==> src/rtl/mem_access_stage_pkg.sv <==
// Shared types and defaults for the memory access stage.
package mem_access_stage_pkg;

    localparam int DATA_W_DEF  = 16;
    localparam int TIMEOUT_DEF = 15;
    localparam int CNT_W_DEF   = 4;

    typedef enum logic [1:0] {
        S_IDLE   = 2'b00,
        S_WAIT   = 2'b01,
        S_HALTED = 2'b10,
        S_ERR    = 2'b11
    } state_e;

    // Halfword accesses must sit on an even address.
    function automatic logic misaligned(input logic addr_lsb,
                                        input logic is_mem);
        return is_mem && addr_lsb;
    endfunction

endpackage

==> src/rtl/mem_timeout_ctr.sv <==
// Cycle counter for an outstanding memory request; flags the cycle
// on which the count reaches TIMEOUT.
module mem_timeout_ctr
    import mem_access_stage_pkg::*;
#(
    parameter int CNT_W   = CNT_W_DEF,
    parameter int TIMEOUT = TIMEOUT_DEF
) (
    input  logic clk,
    input  logic rst,
    input  logic clr,
    input  logic en,
    output logic expired
);

    logic [CNT_W-1:0] cnt_q;
    logic [CNT_W-1:0] cnt_d;

    always_comb begin
        cnt_d = cnt_q;
        if (clr) begin
            cnt_d = '0;
        end else if (en) begin
            cnt_d = cnt_q + 1'b1;
        end
        expired = en && !clr && (cnt_d == CNT_W'(TIMEOUT));
    end

    always_ff @(posedge clk or posedge rst) begin
        if (rst) begin
            cnt_q <= '0;
        end else begin
            cnt_q <= cnt_d;
        end
    end

endmodule

==> src/rtl/mem_access_stage.sv <==
// Memory stage: issues loads/stores on a req/ack port, passes other
// ALU results through, and traps on misalignment or memory timeout.
module mem_access_stage
    import mem_access_stage_pkg::*;
#(
    parameter int DATA_W  = DATA_W_DEF,
    parameter int TIMEOUT = TIMEOUT_DEF,
    parameter int CNT_W   = CNT_W_DEF
) (
    input  logic              clk,
    input  logic              rst,
    input  logic              in_valid,
    output logic              in_ready,
    input  logic [DATA_W-1:0] in_alu_out,
    input  logic [DATA_W-1:0] in_wdata,
    input  logic              in_mem_rd,
    input  logic              in_mem_wr,
    input  logic              in_halt,
    input  logic              in_err,
    output logic              mem_req,
    output logic              mem_we,
    output logic [DATA_W-1:0] mem_addr,
    output logic [DATA_W-1:0] mem_wdata,
    input  logic              mem_ack,
    input  logic [DATA_W-1:0] mem_rdata,
    output logic              out_valid,
    input  logic              out_ready,
    output logic [DATA_W-1:0] out_data,
    output logic              out_halt,
    output logic              err
);

    state_e            state_q, state_d;
    logic              mem_req_q, mem_req_d;
    logic              mem_we_q, mem_we_d;
    logic [DATA_W-1:0] mem_addr_q, mem_addr_d;
    logic [DATA_W-1:0] mem_wdata_q, mem_wdata_d;
    logic              out_valid_q, out_valid_d;
    logic [DATA_W-1:0] out_data_q, out_data_d;
    logic              out_halt_q, out_halt_d;
    logic              err_q, err_d;

    logic accept;
    logic is_mem;
    logic ctr_clr;
    logic ctr_en;
    logic ctr_expired;

    mem_timeout_ctr #(
        .CNT_W   (CNT_W),
        .TIMEOUT (TIMEOUT)
    ) u_ctr (
        .clk     (clk),
        .rst     (rst),
        .clr     (ctr_clr),
        .en      (ctr_en),
        .expired (ctr_expired)
    );

    always_comb begin
        in_ready = !rst && (state_q == S_IDLE)
                   && (!out_valid_q || out_ready);
        accept   = in_valid && in_ready;
        is_mem   = in_mem_rd || in_mem_wr;

        state_d     = state_q;
        mem_req_d   = mem_req_q;
        mem_we_d    = mem_we_q;
        mem_addr_d  = mem_addr_q;
        mem_wdata_d = mem_wdata_q;
        out_valid_d = out_valid_q && !out_ready;
        out_data_d  = out_data_q;
        out_halt_d  = out_halt_q && !out_ready;
        err_d       = err_q;
        ctr_clr     = 1'b0;
        ctr_en      = 1'b0;

        unique case (state_q)
            S_IDLE: begin
                if (accept) begin
                    if (in_err
                        || misaligned(in_alu_out[0], is_mem)
                        || (in_mem_rd && in_mem_wr)) begin
                        err_d   = 1'b1;
                        state_d = S_ERR;
                    end else if (is_mem) begin
                        mem_req_d   = 1'b1;
                        mem_we_d    = in_mem_wr;
                        mem_addr_d  = in_alu_out;
                        mem_wdata_d = in_wdata;
                        ctr_clr     = 1'b1;
                        state_d     = S_WAIT;
                    end else begin
                        out_valid_d = 1'b1;
                        out_halt_d  = in_halt;
                        out_data_d  = in_alu_out;
                        if (in_halt) begin
                            state_d = S_HALTED;
                        end
                    end
                end
            end
            S_WAIT: begin
                ctr_en = !mem_ack;
                // An ack on the expiry cycle still completes normally.
                if (mem_ack) begin
                    mem_req_d   = 1'b0;
                    out_valid_d = 1'b1;
                    out_halt_d  = 1'b0;
                    out_data_d  = mem_we_q ? mem_addr_q : mem_rdata;
                    state_d     = S_IDLE;
                end else if (ctr_expired) begin
                    mem_req_d = 1'b0;
                    err_d     = 1'b1;
                    state_d   = S_ERR;
                end
            end
            default: begin
                mem_req_d = 1'b0;
            end
        endcase
    end

    always_ff @(posedge clk or posedge rst) begin
        if (rst) begin
            state_q     <= S_IDLE;
            mem_req_q   <= 1'b0;
            mem_we_q    <= 1'b0;
            mem_addr_q  <= '0;
            mem_wdata_q <= '0;
            out_valid_q <= 1'b0;
            out_data_q  <= '0;
            out_halt_q  <= 1'b0;
            err_q       <= 1'b0;
        end else begin
            state_q     <= state_d;
            mem_req_q   <= mem_req_d;
            mem_we_q    <= mem_we_d;
            mem_addr_q  <= mem_addr_d;
            mem_wdata_q <= mem_wdata_d;
            out_valid_q <= out_valid_d;
            out_data_q  <= out_data_d;
            out_halt_q  <= out_halt_d;
            err_q       <= err_d;
        end
    end

    assign mem_req   = mem_req_q;
    assign mem_we    = mem_we_q;
    assign mem_addr  = mem_addr_q;
    assign mem_wdata = mem_wdata_q;
    assign out_valid = out_valid_q;
    assign out_data  = out_data_q;
    assign out_halt  = out_halt_q;
    assign err       = err_q;

endmodule
==> config.mk <==
export PLATFORM = sky130hd
export DESIGN_NAME = mem_access_stage
export DESIGN_NICKNAME = d
export VERILOG_FILES = /design/src/rtl/mem_access_stage_pkg.sv /design/src/rtl/mem_timeout_ctr.sv /design/src/rtl/mem_access_stage.sv
export SDC_FILE = /design/constraint.sdc
export NUM_CORES = 1
export LEC_CHECK = 0
export CAP_MARGIN = 40
export CELL_PAD_IN_SITES_DETAIL_PLACEMENT = 1
export CELL_PAD_IN_SITES_GLOBAL_PLACEMENT = 1
export CORE_ASPECT_RATIO = 1.2
export CORE_UTILIZATION = 30
export DETAILED_ROUTE_END_ITERATION = 7
export PLACE_DENSITY = 0.73
export RECOVER_POWER = 50
export SYNTH_ARGS = -nofsm -noshare
export SYNTH_HDL_FRONTEND = slang
export SYNTH_SLANG_ARGS = --single-unit
==> constraint.sdc <==
create_clock -name clk -period 2.15 [get_ports clk]
set_clock_uncertainty 0.1 [all_clocks]
set_input_delay 0.43 -clock clk [delete_from_list [all_inputs] [get_ports clk]]
set_output_delay 0.43 -clock clk [all_outputs]
set_load 0.01 [all_outputs]
==> key figures, run 1 <==
Placed design
  • Area of placed instances: 0.004050 sq mm
  • Number of port buffers: 110
  • Half-perimeter wire length of the detailed placement result: 5126 um
  • RD Place Congestion: 0.7242

Die
  • Die Footprint: 0.009475 sq mm
  • Die height: 106.4 um
  • CORE AREA: 0.008703 sq mm
  • Die extent in x: 89.03 um
  • IO Count: 111
  • Initial Utilization: 31.33%
  • # rows: 37

Timing
  • Worst Max-Slew Pin Slew: 1.369 ns
  • Post-route minimum period: 2.100 ns
  • Final worst-path cycle share: 97.69%
  • Count of endpoints failing hold in the final timing report: 0
  • Rel. slew slack: 8.707%
  • Number of max-slew violations in the final report: 0
  • Number of setup violations in the final report: 0
  • Hold slack final: 0.3830 ns
  • Top achievable clock speed: 476.1 MHz

Worst setup path
  • Worst Path Arrival: 2.21 ns
  • Dominant delay contributor by cell family on the critical path: simple AND/OR/NAND/NOR gates
  • Cell with the largest stage delay on the worst path: sky130_fd_sc_hd__dfrtp_2
  • Worst path buffer plus inverter count: 3
  • Maximum fanout count along the critical path: 7
  • Kind of end point of the critical path: flop
  • Type of the setup path with the least slack: reg2reg
  • Req. time, crit path: 2.26 ns
  • Sort of element at the start of the critical path: flop
  • Critical path depth: 7
  • Chain of cells forming the critical path: nor3_4 -> buf_6 -> nand3_4 -> nor3_4 -> clkbuf_16 -> buf_8 -> mux2_2
  • Most Frequent Cell on Critical Path: sky130_fd_sc_hd__nor3_4
  • Worst-case reg-to-reg path depth: 7
  • Stage delay of the slowest cell on the critical path: 0.44 ns

Synth
  • Synthesis warning total: 0
  • Avg Synthesized Cell Area: 12.68 sq um
  • Share of the synthesized area in the top cell type: 54.15%
  • Cell count after synthesis: 215
  • Cell accounting for the most synthesized area: sky130_fd_sc_hd__dfrtp_1
  • Leading cell types by total area after synthesis: sky130_fd_sc_hd__dfrtp_1, sky130_fd_sc_hd__mux2_2, sky130_fd_sc_hd__mux2i_1
  • Fraction of the yosys area taken by sequential cells: 54.15%
  • Net count after synthesis: 273
  • Synth cell types: 33
  • Yosys reg bits: 59
  • Cell area after synthesis: 0.002726 sq mm

CTS
  • CTS tree: done
  • CTS sink cnt: 59
  • Maximum count of clock buffers along a single path: 2
  • Num CTS Buffers: 9
  • CTS Hold Buffers Added: 0
  • CTS clock-pin slew for the worst setup and hold paths: 0.07 ns
  • Number of levels the H-tree was split into: 3
  • Clock latency on the worst-skew pair: 0.33 ns
  • Clock Tree Root: sky130_fd_sc_hd__clkbuf_8

Finish
  • Signed area change from the synthesized netlist to the final layout: 59.34%
  • Layout cell share with drive strength beyond 1: 24.65%
  • Diode insertion count for antenna repair: 0
  • Design area: 0.004344 sq mm
  • Net count reported at finish: 408

Min path
  • Worst hold path class: reg2reg
  • Worst hold path stage count: 1

Route
  • Detailed Route WL: 7567 um
  • Routed via count divided by cell count: 4.694
  • Antenna-violating nets left: 0
  • Drt pass-1 iters: 4
  • DRC violation total after the first TritonRoute iteration: 69
  • Via count: 2,206
  • Average wire length per cell after detail routing: 16.10 um
  • Drc violations: 0

Global route
  • Maximum number of pins on one net before global-route repair: 60
  • GRT Resource Usage Total: 16.60%
  • Number of antenna violations at the first check in global routing: 0
  • Wire length of the first global-routing pass: 11,830 um
  • Congestion Overflow GR: 0
  • Vias in the first global route: 2,387

Power
  • Power density of the placed cells: 566.2 mW/mm^2
  • Worst vdd rail ir drop: 0.0003060 V
  • Leakage power figure: 2.012 nW

Flow run
  • Max-cap violations: 0

Outcome
  • Status: completed
worst paths after layout:
path / to / start / slack (ns)
hold reg to reg: err / err / 0.38
max in group asynchronous: state_q[0] / rst / 0.40
hold / removal: err / err / 0.38
min in group asynchronous: out_valid / rst / 0.65
setup / recovery: mem_addr[9] / state_q[0] / 0.05
setup reg to reg: mem_addr[9] / state_q[0] / 0.05
report_power, final:
group / internal, W / switching, W / leakage (nW)
clock: 0.000616 / 0.000431 / 0.104
combinational: 0.000166 / 0.0000964 / 1.11
sequential: 0.00114 / 0.0000146 / 0.796
total: 0.00192 / 0.000542 / 2.01
registers in the layout, indices dropped and copies added, names as in the netlist:
signal / flops
err: 1
mem_addr: 16
mem_req: 1
mem_wdata: 16
mem_we: 1
out_data: 16
out_halt: 1
out_valid: 1
state_q: 2
u_ctr.cnt_q: 4
worst reg2reg max path: stages, from the launching register on:
cell	delay, ns
sky130_fd_sc_hd__dfrtp_2	0.44
sky130_fd_sc_hd__nor3_4	0.21
sky130_fd_sc_hd__buf_6	0.13
sky130_fd_sc_hd__nand3_4	0.09
sky130_fd_sc_hd__nor3_4	0.35
sky130_fd_sc_hd__clkbuf_16	0.21
sky130_fd_sc_hd__buf_8	0.13
sky130_fd_sc_hd__mux2_2	0.33
synthesized netlist by cell type:
| library cell | instances |
|---|---|
| sky130_fd_sc_hd__nor3_1 | 1 |
| sky130_fd_sc_hd__buf_6 | 4 |
| sky130_fd_sc_hd__a221oi_1 | 1 |
| sky130_fd_sc_hd__nor3_2 | 1 |
| sky130_fd_sc_hd__nor2_1 | 3 |
| sky130_fd_sc_hd__nor3_4 | 1 |
| sky130_fd_sc_hd__nor3b_1 | 1 |
| sky130_fd_sc_hd__or2_2 | 1 |
| sky130_fd_sc_hd__and2_1 | 3 |
| sky130_fd_sc_hd__nand3_2 | 1 |
| sky130_fd_sc_hd__maj3_1 | 1 |
| sky130_fd_sc_hd__a2bb2o_4 | 1 |
| sky130_fd_sc_hd__nor2b_1 | 1 |
| sky130_fd_sc_hd__nand4_1 | 1 |
| sky130_fd_sc_hd__mux2_1 | 5 |
| sky130_fd_sc_hd__ha_1 | 1 |
| sky130_fd_sc_hd__buf_2 | 4 |
| sky130_fd_sc_hd__o211ai_1 | 1 |
| sky130_fd_sc_hd__o21ai_0 | 24 |
| sky130_fd_sc_hd__nand3b_1 | 2 |
| sky130_fd_sc_hd__mux2_2 | 43 |
| sky130_fd_sc_hd__xnor2_1 | 1 |
| sky130_fd_sc_hd__nand2b_1 | 4 |
| sky130_fd_sc_hd__mux2i_1 | 16 |
| sky130_fd_sc_hd__xor2_1 | 4 |
| sky130_fd_sc_hd__and3_1 | 1 |
| sky130_fd_sc_hd__nand3_1 | 1 |
| sky130_fd_sc_hd__a21oi_1 | 2 |
| sky130_fd_sc_hd__inv_1 | 3 |
| sky130_fd_sc_hd__or3_1 | 2 |
| sky130_fd_sc_hd__clkbuf_1 | 3 |
| sky130_fd_sc_hd__dfrtp_1 | 59 |
| sky130_fd_sc_hd__nand2_1 | 18 |
through the flow:
| stage | setup TNS [ns] | instances | setup WS (ns) | power, W | utilization (%) |
|---|---|---|---|---|---|
| floorplan | 0 | 215 | 0.1637 | 0.001248 | - |
| global placement | -4.104 | 448 | -0.1045 | 0.001438 | 46.54 |
| detailed placement | -7.118 | 448 | -0.1761 | 0.001445 | 46.54 |
| CTS | 0 | 463 | 0.05274 | 0.002507 | 48.98 |
| global route | -0.06810 | 470 | -0.009625 | 0.002553 | 49.91 |
| finish | 0 | 470 | 0.04968 | 0.002460 | 49.91 |
cell families (layout without fill, tap and decap cells):
group	after synthesis	count (layout)	share of synthesized area, %
DFF	59	59	54.15
xor gates and xnor gates	5	5	1.606
and+or+nand+nor	42	42	8.398
muxes	64	64	25.70
buffers and inverters	14	152	3.212
AOI/OAI and AO/OA	29	29	6.104
adders and majority gates	2	2	0.8260
layout make-up:
type	instances	area [sq um]
Tap cell	117	146.4
Multi-Input combinational cell	142	1184
Sequential cell	59	1478
Inverter	3	11.26
Timing Repair Buffer	135	1325
Fill cell	957	4359
Clock inverter	2	35.03
Clock buffer	12	165.2
cell usage in the layout, fill, tap and decap left out, types with 2 or more instances in the layout:
cell type,n
sky130_fd_sc_hd__mux2_1,5
sky130_fd_sc_hd__dlygate4sd3_1,21
sky130_fd_sc_hd__mux2_2,43
sky130_fd_sc_hd__inv_1,3
sky130_fd_sc_hd__dfrtp_1,58
sky130_fd_sc_hd__clkbuf_1,2
sky130_fd_sc_hd__nor3_4,2
sky130_fd_sc_hd__xor2_1,4
sky130_fd_sc_hd__clkbuf_8,12
sky130_fd_sc_hd__a21oi_1,2
sky130_fd_sc_hd__nand2_1,18
sky130_fd_sc_hd__nor2_1,3
sky130_fd_sc_hd__mux2i_1,16
sky130_fd_sc_hd__or3_1,2
sky130_fd_sc_hd__nand3b_1,2
sky130_fd_sc_hd__buf_4,16
sky130_fd_sc_hd__o21ai_0,24
sky130_fd_sc_hd__buf_6,2
sky130_fd_sc_hd__clkdlybuf4s50_1,87
sky130_fd_sc_hd__and2_1,3
sky130_fd_sc_hd__nand2b_1,3
layer usage:
metal  GRT usage, %  part of all wire, %
met1          19.22                   40
met2          28.46                   52
met3          5.047                  6.7
met4          6.122                 0.93
met5              0                    0
timing repair:
item / in CTS / in global routing
cloned: 0 / 1
gates resized for setup: 2 / 8
pin swaps: 1 / 1
setup endpoints to repair: 1 / 18
endpoints found under the hold margin: 0 / 0
buffers inserted: 1 / 6
(Power assumes the default switching activity.)
==> run 2: changes to the inputs <==
--- a/config.mk
+++ b/config.mk
@@ -9,10 +9,12 @@
 export CELL_PAD_IN_SITES_DETAIL_PLACEMENT = 1
 export CELL_PAD_IN_SITES_GLOBAL_PLACEMENT = 1
 export CORE_ASPECT_RATIO = 1.2
-export CORE_UTILIZATION = 30
+export CORE_UTILIZATION = 33
+export CTS_CLUSTER_DIAMETER = 60
 export DETAILED_ROUTE_END_ITERATION = 7
-export PLACE_DENSITY = 0.73
+export PLACE_DENSITY = 0.79
 export RECOVER_POWER = 50
 export SYNTH_ARGS = -nofsm -noshare
 export SYNTH_HDL_FRONTEND = slang
 export SYNTH_SLANG_ARGS = --single-unit
+export TNS_END_PERCENT = 30
==> key figures, run 2 (same netlist as run 1, synthesis figures left out) <==
Finish
  • Final cell count without fillers: 435
  • Layout cell share with drive strength beyond 1: 21.57%
  • Most common cell after layout, fill and taps aside: sky130_fd_sc_hd__clkdlybuf4s50_1
  • Layout fillers: 824
  • Fin util: 52.88%
  • Commonest non-fill, non-tap cells in the layout: sky130_fd_sc_hd__clkdlybuf4s50_1, sky130_fd_sc_hd__dfrtp_1, sky130_fd_sc_hd__mux2_2
  • Signed area change from the synthesized netlist to the final layout: 52.04%
  • Net count reported at finish: 398
  • Diode insertion count for antenna repair: 0

Global route
  • Vias in the first global route: 2,432
  • Maximum number of pins on one net before global-route repair: 37
  • Wire length of the first global-routing pass: 12,070 um
  • Number of antenna violations at the first check in global routing: 0
  • GRT Resource Usage Total: 18.16%
  • Congestion Overflow GR: 0

Timing
  • Count of endpoints failing hold in the final timing report: 0
  • Post-route minimum period: 2.070 ns
  • Worst setup margin: 0.07984 ns
  • Final worst-path cycle share: 96.29%
  • Hold slack final: 0.3853 ns
  • Number of max-slew violations in the final report: 0
  • Number of setup violations in the final report: 0
  • Unrepaired setup endpoints after global routing: false
  • Worst Max-Slew Pin Slew: 0.8421 ns
  • Top achievable clock speed: 483.1 MHz
  • Rel. slew slack: 43.86%

Worst setup path
  • Worst Path Arrival: 1.54 ns
  • Stage delay of the slowest cell on the critical path: 0.43 ns
  • Type of the setup path with the least slack: in2out
  • Chain of cells forming the critical path: clkdlybuf4s50_1 -> nor3_2 -> and2_1 -> dlygate4sd2_1
  • Dominant delay contributor by cell family on the critical path: buffers and inverters
  • Maximum fanout count along the critical path: 3
  • Worst path buffer plus inverter count: 2
  • Kind of end point of the critical path: output pin
  • Cell with the largest stage delay on the worst path: sky130_fd_sc_hd__clkdlybuf4s50_1
  • Req. time, crit path: 1.62 ns
  • Sort of element at the start of the critical path: input port

Placed design
  • Post-Place Setup Slack: -0.1751 ns
  • RD Place Congestion: 0.7490
  • Half-perimeter wire length of the detailed placement result: 5309 um
  • Number of port buffers: 110
  • # placed instances: 421

Flow run
  • Max-cap violations: 0

Die
  • Die extent in x: 84.98 um
  • IO Count: 111
  • Die height: 101.6 um
  • Initial Utilization: 34.78%
  • Die Footprint: 0.008631 sq mm
  • # rows: 35
  • CORE AREA: 0.007839 sq mm

CTS
  • Maximum count of clock buffers along a single path: 2
  • CTS clock-pin slew for the worst setup and hold paths: 0.06 ns
  • Number of levels the H-tree was split into: 3
  • Num CTS Buffers: 9
  • Clock Tree Root: sky130_fd_sc_hd__clkbuf_8
  • Clock latency on the worst-skew pair: 0.33 ns
  • CTS tree: done
  • CTS sink cnt: 59
  • CTS Hold Buffers Added: 0

Route
  • Detailed Route WL: 7247 um
  • DRC violation total after the first TritonRoute iteration: 35
  • Antenna-violating nets left: 0
  • Via count: 2,159
  • Routed via count divided by cell count: 4.963
  • Drc violations: 4
  • Drt pass-1 iters: 8
  • Average wire length per cell after detail routing: 16.66 um

Power
  • Power density of the placed cells: 550.6 mW/mm^2
  • Leakage power figure: 1.916 nW
  • Worst vdd rail ir drop: 0.0003484 V

Min path
  • Worst hold path class: reg2reg

Outcome
  • Status: complete, but fails checks
  • Failing checks: design-rule violations
## run 2: worst paths after layout
check | from | cells past startpoint | end | slack [ns]
max | rst | 4 | in_ready | 0.08
min | mem_wdata[0] | 1 | mem_wdata[0] | 0.39
max reg2reg | state_q[1] | 5 | mem_wdata[5] | 0.18
min reg2reg | mem_wdata[0] | 1 | mem_wdata[0] | 0.39
max in group asynchronous | rst | 4 | mem_wdata[3] | 0.66
min in group asynchronous | rst | 4 | err | 0.67
## run 2: through the flow
step                power [W]  TNS [ns]  cell area (sq um)
floorplan            0.001248         0               2726
global placement     0.001436    -4.548               3991
detailed placement   0.001444    -7.504               3991
CTS                  0.002336         0               4158
global route         0.002390         0               4145
finish               0.002282         0               4145
## run 2: area by class of cell
type / instances / area (sq um) / share of cell area (%)
Multi-Input combinational cell: 142 / 1162 / 28.04
Clock inverter: 2 / 12.51 / 0.3018
Tap cell: 92 / 115.1 / 2.777
Timing Repair Buffer: 125 / 1212 / 29.25
Inverter: 3 / 11.26 / 0.2717
Sequential cell: 59 / 1476 / 35.62
Clock buffer: 12 / 155.1 / 3.743
## run 2: layer usage
metal / wire length, um / share of wire (%) / global-route usage (%)
met1: 2823 / 39 / 19.81
met2: 3867 / 53 / 33.25
met3: 480 / 6.6 / 5.786
met4: 76 / 1.0 / 6.258
met5: 0 / 0 / 0
## run 2: worst register-to-register path, cell delays in order (launching register included)
cell and delay, ns:
sky130_fd_sc_hd__dfrtp_1 0.46, sky130_fd_sc_hd__nor3_2 0.25, sky130_fd_sc_hd__nand3_2 0.15, sky130_fd_sc_hd__nor3_4 0.23
sky130_fd_sc_hd__buf_12 0.25, sky130_fd_sc_hd__mux2_2 0.39
## run 2: what timing repair did
item	CTS	global route
gates resized for setup	1	0
buffers inserted	0	0
endpoints found under the setup margin	1	0
## run 2: where the power goes
| part | switching [W] | total [W] | internal (W) |
|---|---|---|---|
| registers | 0.0000154 | 0.00115 | 0.00114 |
| logic | 0.0000959 | 0.000262 | 0.000166 |
| clock network | 0.000403 | 0.000869 | 0.000467 |
==> run 3: changes to the inputs <==
--- a/config.mk
+++ b/config.mk
@@ -12,6 +12,7 @@
 export CORE_UTILIZATION = 33
 export CTS_CLUSTER_DIAMETER = 60
 export DETAILED_ROUTE_END_ITERATION = 7
+export HOLD_SLACK_MARGIN = 0.15
 export PLACE_DENSITY = 0.79
 export RECOVER_POWER = 50
 export SYNTH_ARGS = -nofsm -noshare
==> results of run 3 <==
Same layout as run 2: the final DEF is identical, and so are final timing and power.
